$ cat config.mk
export PLATFORM = sky130hd
export DESIGN_NAME = prog_loader
export DESIGN_NICKNAME = d
export VERILOG_FILES = /design/src/rtl/prog_loader_pkg.sv /design/src/rtl/prog_loader.sv
export SDC_FILE = /design/constraint.sdc
export NUM_CORES = 1
export LEC_CHECK = 0
export ABC_AREA = 0
export CAP_MARGIN = 10
export CELL_PAD_IN_SITES_DETAIL_PLACEMENT = 1
export CELL_PAD_IN_SITES_GLOBAL_PLACEMENT = 1
export CORE_MARGIN = 1.5
export CORE_UTILIZATION = 35
export DETAILED_ROUTE_END_ITERATION = 12
export GPL_TIMING_DRIVEN = 0
export PLACE_DENSITY = 0.8
export REMOVE_ABC_BUFFERS = 1
export SETUP_SLACK_MARGIN = 0.1
export SYNTH_ARGS = -nofsm -noshare
export SYNTH_HDL_FRONTEND = slang
export SYNTH_SLANG_ARGS = --single-unit
$ cat constraint.sdc
create_clock -name clk -period 2.81 [get_ports clk]
set_clock_uncertainty 0.2 [all_clocks]
set_input_delay 0.562 -clock clk [delete_from_list [all_inputs] [get_ports clk]]
set_output_delay 0.562 -clock clk [all_outputs]
set_load 0.01 [all_outputs]
$ cat src/rtl/prog_loader_pkg.sv
// prog_loader_pkg: shared constants and state encoding for the program loader
package prog_loader_pkg;
  localparam int ADDR_W = 10;
  localparam int INSTR_W = 18;
  localparam logic [7:0] SYNC_BYTE_DEFAULT = 8'hA5;
  typedef enum logic [3:0] {IDLE, CNT_HI, CNT_LO, B0, B1, B2, WRITE, CHK, ERR} state_t;
endpackage

$ cat src/rtl/prog_loader.sv
// prog_loader: receives a serial program frame and writes it into program memory
module prog_loader
  import prog_loader_pkg::*;
#(
  parameter logic [7:0] SYNC_BYTE = SYNC_BYTE_DEFAULT
) (
  input  logic               clk,
  input  logic               reset,
  input  logic [7:0]         rx_data,
  input  logic               rx_valid,
  output logic               rx_ready,
  input  logic [ADDR_W-1:0]  cpu_address,
  output logic [ADDR_W-1:0]  mem_address,
  output logic [INSTR_W-1:0] mem_wdata,
  output logic [3:0]         mem_we,
  output logic               cpu_reset,
  output logic               done,
  output logic               error
);
  state_t state;
  logic [ADDR_W-1:0] load_addr, last_addr;
  logic [7:0] sum, b1;
  logic [1:0] b0;
  logic take;
  assign rx_ready = state != WRITE;
  assign mem_address = state == IDLE ? cpu_address : load_addr;
  assign take = rx_valid && rx_ready;
  // frame parser; outputs are registered alongside the state they belong to
  always_ff @(posedge clk) begin
    if (reset) begin
      state <= IDLE;
      load_addr <= '0;
      last_addr <= '0;
      sum <= '0;
      b0 <= '0;
      b1 <= '0;
      mem_wdata <= '0;
      mem_we <= 4'h0;
      cpu_reset <= 1'b0;
      done <= 1'b0;
      error <= 1'b0;
    end else begin
      done <= 1'b0;
      mem_we <= 4'h0;
      case (state)
        IDLE, ERR: if (take && rx_data == SYNC_BYTE) begin
          state <= CNT_HI;
          error <= 1'b0;
          sum <= '0;
          load_addr <= '0;
          cpu_reset <= 1'b1;
        end
        CNT_HI: if (take) begin
          last_addr[9:8] <= rx_data[1:0];
          sum <= sum + rx_data;
          state <= CNT_LO;
        end
        CNT_LO: if (take) begin
          last_addr[7:0] <= rx_data;
          sum <= sum + rx_data;
          state <= B0;
        end
        B0: if (take) begin
          b0 <= rx_data[1:0];
          sum <= sum + rx_data;
          state <= B1;
        end
        B1: if (take) begin
          b1 <= rx_data;
          sum <= sum + rx_data;
          state <= B2;
        end
        B2: if (take) begin
          mem_wdata <= {b0, b1, rx_data};
          mem_we <= 4'hF;
          sum <= sum + rx_data;
          state <= WRITE;
        end
        WRITE: begin
          load_addr <= load_addr + 1'b1;
          state <= load_addr == last_addr ? CHK : B0;
        end
        CHK: if (take) begin
          if (rx_data == sum) begin
            done <= 1'b1;
            cpu_reset <= 1'b0;
            state <= IDLE;
          end else begin
            error <= 1'b1;
            state <= ERR;
          end
        end
        default: state <= IDLE;
      endcase
    end
  end
endmodule
=== Word level (Yosys, flattened, before mapping) ===
Index checks and enable logic that the tools add are counted.

* Add/subtract/negate cells: 2
* Bitwise logic cells: 3
* Mux-type cells: 26
* Reduce and logical (&&, ||, !) cells: 20
* Equal/unequal tests: 22

{| class="wikitable"
|+ Operators with widths
! operator !! number
|-
| 4-bit two-way mux || 9
|-
| 4-bit one-hot mux with 8 select lines || 1
|-
| 10-bit two-way mux || 2
|-
| 10-bit one-hot mux with 2 select lines || 1
|-
| 2-bit inequality test, second input constant || 9
|-
| 4-bit by 3-bit == test with 1-bit output, second input constant || 4
|-
| 8-bit two-way mux || 2
|-
| 8-bit one-hot mux with 2 select lines || 1
|-
| 2-bit AND reduction || 6
|-
| 10-bit by 1-bit adder with 10-bit output, second input constant || 1
|-
| 10-bit == test || 1
|-
| 8-bit adder || 1
|-
| 4-bit by 2-bit == test with 1-bit output, second input constant || 2
|-
| 8-bit == test || 1
|-
| 8-bit == test, second input constant || 1
|-
| 4-bit AND reduction || 2
|-
| 1-bit two-way mux || 7
|-
| 7-bit AND reduction || 1
|-
| 2-bit nonzero test || 3
|-
| 5-bit OR reduction || 1
|-
| 4-bit by 1-bit == test with 1-bit output, second input constant || 1
|-
| 4-bit == test, second input constant || 1
|-
| 4-bit zero test || 1
|-
| 4-bit by 3-bit inequality test with 1-bit output, second input constant || 1
|-
| other kinds (8) || 13
|}

* Word-level logic and storage cells: 85
* Output and inout port bits: 36
* Register bits: 67
* Input port bits: 21

=== Logic depth before layout (Yosys ltp) ===
Gate-level depths: netlist (run 1).

* Depth after elaboration: 5
* Depth in mapped cells: 8
* Depth with buffers taken out: 7

=== Worst setup path after synthesis (run 1) ===
No wires, ideal clock.

* Kind: input -> register
* Start point: in rx_data[0]
* End point: reg sum[6]
* Data arrival time: 2.035 ns
* Required time: 2.488 ns
* Path slack: 0.453 ns
* Buffers on the path: 0
* Stages: 7
* Setup time: 0.122 ns
* Cells stage by stage: ha_1 -> fa_1 -> a211oi_1 -> o21bai_1 -> a21oi_1 -> nor4_1 -> a311o_1

* Longest elaborated chain between the ends: 4
* Elaborated cells between the ends (all ways): 7
* Those cells by class: add/sub: 1; eq/ne: 2; mux: 2; reduce/logical: 2

{| class="wikitable"
|+ Ends and longest elaborated chain
! item !! line !! text
|-
| start, declared || prog_loader.sv:9 || <nowiki>input logic [7:0] rx_data,</nowiki>
|-
| parallel branches: the longest is 4 deep, another holds 8-bit adder || - ||
|-
| end signal, assigned || prog_loader.sv:55 || <nowiki>sum <= sum + rx_data;</nowiki>
|-
| end signal, assigned || prog_loader.sv:60 || <nowiki>sum <= sum + rx_data;</nowiki>
|-
| end signal, assigned || prog_loader.sv:65 || <nowiki>sum <= sum + rx_data;</nowiki>
|-
| end, declared || prog_loader.sv:22 || <nowiki>logic [7:0] sum, b1;</nowiki>
|}

Several ways; the timed one is not identified. The select of a mux whose other input is x is not followed.
A chain may end at the register's enable or synchronous reset.

=== Worst setup path in the final report (run 1) ===
* Start point: reg state[2]
* End point: out mem_address[3]

* Longest elaborated chain between the ends: 2

{| class="wikitable"
|+ Ends and longest elaborated chain
! item !! line !! text
|-
| start, declared || prog_loader.sv:20 || <nowiki>state_t state;</nowiki>
|-
| start signal, assigned || prog_loader.sv:81 || <nowiki>state <= load_addr == last_addr ? CHK : B0;</nowiki>
|-
| 4-bit zero test || prog_loader.sv:26 || <nowiki>assign mem_address = state == IDLE ? cpu_address : load_addr;</nowiki>
|-
| 10-bit two-way mux || prog_loader.sv:26 ||
|-
| end, declared || prog_loader.sv:13 || <nowiki>output logic [ADDR_W-1:0] mem_address,</nowiki>
|}

Every way passes these cells.

==> flow_metrics.py, run 1 <==
metrics = {
    "synth": {
        "synthTopCellsByArea": "dfxtp_1 40%, mux2i_1 6.6%, nand2_1 6.1%",
        "ys_ff_latch": 64,
        "ys_seq_area_share_pct": 39.94,
        "yosysWarnings": 0,
        "synth_edf_count": 0,
        "yosysTopAreaCellShare_pct": 39.94,
        "synthArstFlopShare_pct": 0,
        "synthCells": 368,
        "synth_area_leader_cell": "dfxtp_1",
        "synth_ff_type": "dfxtp_1",
        "avgSynthCellArea_um2": 8.718,
        "synth_area_um2": 3208,
        "ys_types": 59,
    },
    "floorplan": {
        "rows": 34,
        "die_h_um": 98.74,
        "die_w_um": 98.74,
        "die-area_um2": 9750,
        "coreArea_um2": 8806,
        "start_util_pct": 36.43,
        "io_pins": 57,
    },
    "worst_hold_path": {
        "whs_path_depth": 2,
        "worstHoldPathType": "register to register",
        "holdPathEnd": "error",
        "min-delay-start": "error",
    },
    "power": {
        "powerDensity_nw_per_um2": 480.2,
        "ir_drop_mv": 0.2971,
        "leakage_nw": 1.602,
    },
    "cts": {
        "cts-root-buf": "clkbuf_8",
        "ctsLongestPathBuffers": 2,
        "clkLatencyLatePin_ns": 0.34,
        "cts_htree_levels": 3,
        "numCtsBuffers": 9,
        "cts_tree": "done",
        "clkTransAtPathRegs_ns": 0.08,
        "cts.sinks": 64,
    },
    "placement": {
        "place_congestion": 0.8356,
        "numPortBuffers": 56,
        "dp_hpwl_mm": 6.141,
        "placedInstanceArea_um2": 3775,
        "post-place-ws_ns": -0.3828,
    },
    "setup_path": {
        "r2r_slack_ns": 0.59,
        "r2r_end": "load_addr[4]",
        "critPathRequiredTime_ns": 2.05,
        "start_kind": "register",
        "timing.rr.start": "state[1]",
        "cp_max_fo": 10,
        "startpoint": "state[2]",
        "end_kind": "primary output",
        "rr_worst_depth": 7,
        "path_class": "register to primary output",
        "arrival_ns": 1.98,
    },
    "status": {
        "status": "complete, no violations",
    },
    "sta": {
        "setup_viol": 0,
        "final.period_utilization_pct": 97.41,
        "worst_slew_pin_slew_ns": 0.7291,
        "hold_violations": 0,
        "drv_slew": 0,
        "finalSetupTns_ns": 0,
        "max_freq_mhz": 365.3,
        "max_slew_margin_pct": 51.23,
        "period_minus_slack_ns": 2.737,
        "worst_slack_ns": 0.07275,
        "rsz0062_at_grt": "yes",
        "worst_hold_slack_ns": 0.2497,
    },
    "drt": {
        "drc": 0,
        "drtIter0Drc": 89,
        "wl_mm": 8.741,
        "antenna_left": 0,
        "vias_per_cell": 5.391,
        "wl_per_cell_um": 16.49,
        "drtPass1Iterations": 6,
        "vias": 2857,
    },
    "layout": {
        "area_growth_pct": 27.53,
        "fin_nets": 447,
        "n_antenna_cell": 0,
        "drive_above_1_share_pct": 14.45,
        "final_area_um2": 4091,
        "final_core_util_pct": 46.46,
    },
    "global_routing": {
        "globalRoute.totalOverflow": 0,
        "grt_pass1_wl_mm": 14.51,
        "grtUsageMet1_pct": 22.94,
        "grt_pass1_vias": 2958,
        "grtUsageMet3_pct": 3.830,
        "gr-usage-met2_pct": 32.68,
        "track_usage_pct": 18.60,
        "antenna_found_initial": 0,
        "grt_max_degree": 45,
        "busiest_layer": "met2",
    },
    "run": {
        "maxCapViolCount": 0,
    },
}
==> final cells by class <==
class | instances | area [um2]
Fill cell | 1040 | 4715
Multi-Input combinational cell | 273 | 1802
Sequential cell | 64 | 1296
Timing Repair Buffer | 64 | 616.8
Tap cell | 108 | 135.1
Clock buffer | 9 | 123.9
Clock inverter | 7 | 96.34
Inverter | 5 | 21.27
==> cell usage in the layout, fill, tap and decap left out, types with 3 or more instances in the layout <==
| master | count |
|---|---|
| nor3_1 | 4 |
| clkinv_4 | 3 |
| nor4_1 | 3 |
| a21oi_1 | 36 |
| clkdlybuf4s50_1 | 43 |
| mux2i_1 | 21 |
| clkbuf_2 | 3 |
| o21ai_0 | 7 |
| mux2_2 | 11 |
| a31oi_1 | 3 |
| nand4_1 | 5 |
| dlygate4sd2_1 | 8 |
| a21o_1 | 3 |
| inv_1 | 4 |
| and3_1 | 7 |
| clkbuf_8 | 9 |
| nand3_1 | 11 |
| nand2_1 | 52 |
| dfxtp_1 | 60 |
| xor2_1 | 12 |
| a22oi_1 | 3 |
| nor2_1 | 34 |
| buf_4 | 6 |
| ha_1 | 8 |
| dfxtp_4 | 4 |
==> cell families after synthesis <==
logic type	count (synthesis)	synth area share (%)
buf+inv	31	5.070
simple gates	145	22.89
flops	64	39.94
mux	32	10.41
fa+ha+maj	9	3.744
compound gates	73	14.12
xor+xnor	14	3.822
==> power by group <==
part	internal [mW]	leakage, nW	switching (mW)
logic	0.0771	0.970	0.0846
clock network	0.501	0.113	0.388
registers	0.910	0.519	0.00443
total	1.49	1.60	0.477
==> Yosys cell counts, drive strengths merged (4+ instances only) <==
master / n
dfxtp: 64
nand2: 52
a21oi: 37
nor2: 35
mux2i: 21
buf: 15
nand3: 12
xor2: 12
clkbuf: 11
mux2: 11
ha: 8
o21ai: 8
and3: 7
nor3: 7
inv: 5
nand4: 5
nor4: 4
or2: 4
==> worst max-delay path: stages, from the launching register on <==
cell and delay (ns):
dfxtp_4 0.35, or3_4 0.41, nor2_4 0.13, buf_12 0.13, mux2_2 0.33, dlygate4sd2_1 0.28
==> layer usage <==
metal	share of wire, %	wire length [um]
met2	51	4500
met1	44	3889
met5	0	0
met4	1.2	106
met3	2.8	244
==> what timing repair did <==
item                                    4_1_cts  5_1_grt
endpoints found under the setup margin       12       43
buffers inserted                              6        1
resized for setup                            23       15
pin swaps                                     2        0
hold buffers                                  0        0
endpoints found under the hold margin         0        0
==> worst max path at each step <==
stage / end / cells past startpoint
6_report: mem_address[3] / 5
5_1_grt: mem_address[3] / 5
4_1_cts: mem_address[2] / 5
3_5_place_dp: sum[6] / 8
3_3_place_gp: sum[6] / 4
2_1_floorplan: mem_address[0] / 3
==> metrics by stage <==
step	cells	power (mW)
after floorplan	342	1.003
after detailed placement	507	1.101
after global routing	530	2.034
final	530	1.965
after CTS	529	1.988
after global placement	506	1.093
==> registers in the layout, summed over array words and instances (netlist names) <==
name / count
b0: 2
cpu_reset: 1
load_addr: 10
last_addr: 10
b1: 8
mem_we: 1
state: 4
error: 1
sum: 8
mem_wdata: 18
done: 1
Power figures use the tool's default switching activity.
==> run 2: changes to the inputs <==
Settings changed: HOLD_SLACK_MARGIN from default to 0.02.
==> results of run 2 <==
Final layout, timing and power as in run 1 (identical DEF).
==> run 3: changes to the inputs <==
Settings changed: CAP_MARGIN 10 to 0, CORE_ASPECT_RATIO from default to 1.5.
==> run 3 against run 2 <==
Against the previous run: sequential cell count did not move; critical path depth stayed put; hold slack lost 0.0082 ns; critical path type unchanged.
==> flow_metrics.py, run 3 (synthesized netlist as in run 1, its figures left out) <==
metrics = {
    "drt": {
        "drc": 0,
        "vias": 2899,
        "antenna_left": 0,
        "drtIter0Drc": 166,
        "drtPass1Iterations": 4,
        "wl_per_cell_um": 17.70,
        "vias_per_cell": 5.470,
        "wl_mm": 9.380,
    },
    "sta": {
        "period_minus_slack_ns": 2.703,
        "setup_viol": 0,
        "worst_slack_ns": 0.1074,
        "worst_slew_pin_slew_ns": 0.7838,
        "drv_slew": 0,
        "final.period_utilization_pct": 96.18,
        "rsz0062_at_grt": "yes",
        "hold_violations": 0,
        "worst_hold_slack_ns": 0.2416,
        "max_slew_margin_pct": 47.58,
        "max_freq_mhz": 370.0,
    },
    "setup_path": {
        "start_kind": "register",
        "timing.rr.start": "state[2]",
        "r2r_slack_ns": 0.47,
        "arrival_ns": 1.94,
        "cp_max_fo": 10,
        "path_class": "register to primary output",
        "end_kind": "primary output",
        "critPathRequiredTime_ns": 2.05,
        "r2r_end": "load_addr[2]",
        "rr_worst_depth": 7,
    },
    "cts": {
        "cts_tree": "done",
        "ctsLongestPathBuffers": 2,
        "cts_htree_levels": 3,
        "clkTransAtPathRegs_ns": 0.05,
        "cts.sinks": 64,
        "clkLatencyLatePin_ns": 0.33,
        "numCtsBuffers": 9,
        "cts-root-buf": "clkbuf_16",
    },
    "layout": {
        "regMostFlops": "mem_wdata",
        "area_growth_pct": 29.88,
        "final_common_cell": "dfxtp_1",
        "n_antenna_cell": 0,
        "fin_nets": 447,
        "drive_above_1_share_pct": 12.86,
        "mostFrequentLayoutCells": "60 x dfxtp_1, 52 x nand2_1, 42 x clkdlybuf4s50_1",
        "top_regs": "mem_wdata x18, last_addr x10, load_addr x10",
        "num-fill-cells": 1034,
        "largest_reg_flops": 18,
    },
    "placement": {
        "post-place-ws_ns": -0.4496,
        "numPortBuffers": 56,
        "place_congestion": 0.8927,
        "dp_hpwl_mm": 6.288,
    },
    "power": {
        "combPwrFrac_pct": 7.4,
        "seqPwrFrac_pct": 41.6,
        "ir_drop_mv": 0.4092,
        "clkPwrFrac_pct": 51.0,
        "powerDensity_nw_per_um2": 528.5,
        "power_switching_mw": 0.4912,
        "leakage_nw": 1.637,
        "internal-power_mw": 1.711,
        "switching_share_pct": 22.31,
    },
    "floorplan": {
        "die_w_um": 81.17,
        "die_h_um": 120.3,
        "io_pins": 57,
        "start_util_pct": 36.12,
        "coreArea_um2": 8881,
        "rows": 42,
        "die-area_um2": 9761,
    },
    "run": {
        "maxCapViolCount": 0,
    },
    "global_routing": {
        "grt_pass1_vias": 2983,
        "track_usage_pct": 20.60,
        "antenna_found_initial": 0,
        "grt_pass1_wl_mm": 15.15,
        "grt_max_degree": 47,
        "globalRoute.totalOverflow": 0,
    },
    "worst_hold_path": {
        "holdPathEnd": "error",
        "whs_path_depth": 2,
        "min-delay-start": "error",
        "worstHoldPathType": "register to register",
    },
    "status": {
        "status": "complete, no violations",
    },
}
## run 3: changes by cell type in the layout (fill, tap and decap cells not counted), moves of 2 or more
cell           previous run  this run
clkbuf_8                  9         2
dlygate4sd2_1             8        11
clkinv_4                  3         0
clkbuf_2                  3         1
clkbuf_16                 0         9
## run 3: critical path, cell delays in order, from the launching register on
cell and delay (ns):
dfxtp_4 0.34, or3_4 0.41, nor2_4 0.12, buf_12 0.14, mux2_2 0.32, dlygate4sd2_1 0.28
## run 3: worst max-delay path by stage
stage / startpoint / endpoint / slack, ns / cells after the start
after detailed placement: rx_data[0] / sum[6] / -0.45 / 8
after global routing: state[2] / mem_address[1] / 0.06 / 5
after CTS: state[2] / mem_address[3] / 0.08 / 5
after floorplan: state[0] / mem_address[0] / 0.43 / 3
after global placement: reset / sum[6] / -1.24 / 4
final: state[2] / mem_address[9] / 0.11 / 5
## run 3: repair_timing
item / in CTS / in global routing
setup endpoints to repair: 14 / 25
hold buffers: 0 / 0
resized for setup: 22 / 7
pin swaps: 2 / 1
cloned: 0 / 0
setup buffers: 7 / 0
endpoints found under the hold margin: 0 / 0
## run 3: stage by stage
step	utilization, %	setup TNS, ns	cell area [um2]	cells	power [mW]
2_1_floorplan	-	0	3064	342	1.003
3_3_place_gp	42.36	-25.87	3762	508	1.093
3_5_place_dp	42.53	-9.506	3777	509	1.101
4_1_cts	46.75	0	4151	530	2.217
5_1_grt	46.91	0	4167	530	2.271
6_report	46.91	0	4167	530	2.202
## run 3: area by class of cell
cell class	count	area (um2)	share of cell area [%]
clock inverters	3	42.54	1.021
repair buffers	64	624.3	14.98
well taps	110	137.6	3.303
inverters	5	18.77	0.4505
multi-input cells	273	1794	43.06
clock buffers	11	252.7	6.066
flip-flops and latches	64	1296	31.11
## run 3: power by group through the flow
stage               Sequential [mW]  Clock, mW  Combinational, mW
floorplan                     0.941          0             0.0617
global placement              0.940          0              0.153
detailed placement            0.940          0              0.161
CTS                           0.917       1.14              0.162
global route                  0.916       1.18              0.176
finish                        0.916       1.12              0.162
## run 3: metal layers
metal / track usage (%) / vias to the layer above / share of wire [%]
met5: 0 / - / 0
met4: 9.267 / 0 / 1.9
met3: 3.245 / 14 / 3.2
met2: 38.23 / 62 / 56
met1: 22.09 / 1422 / 39
li1: - / 1401 / -
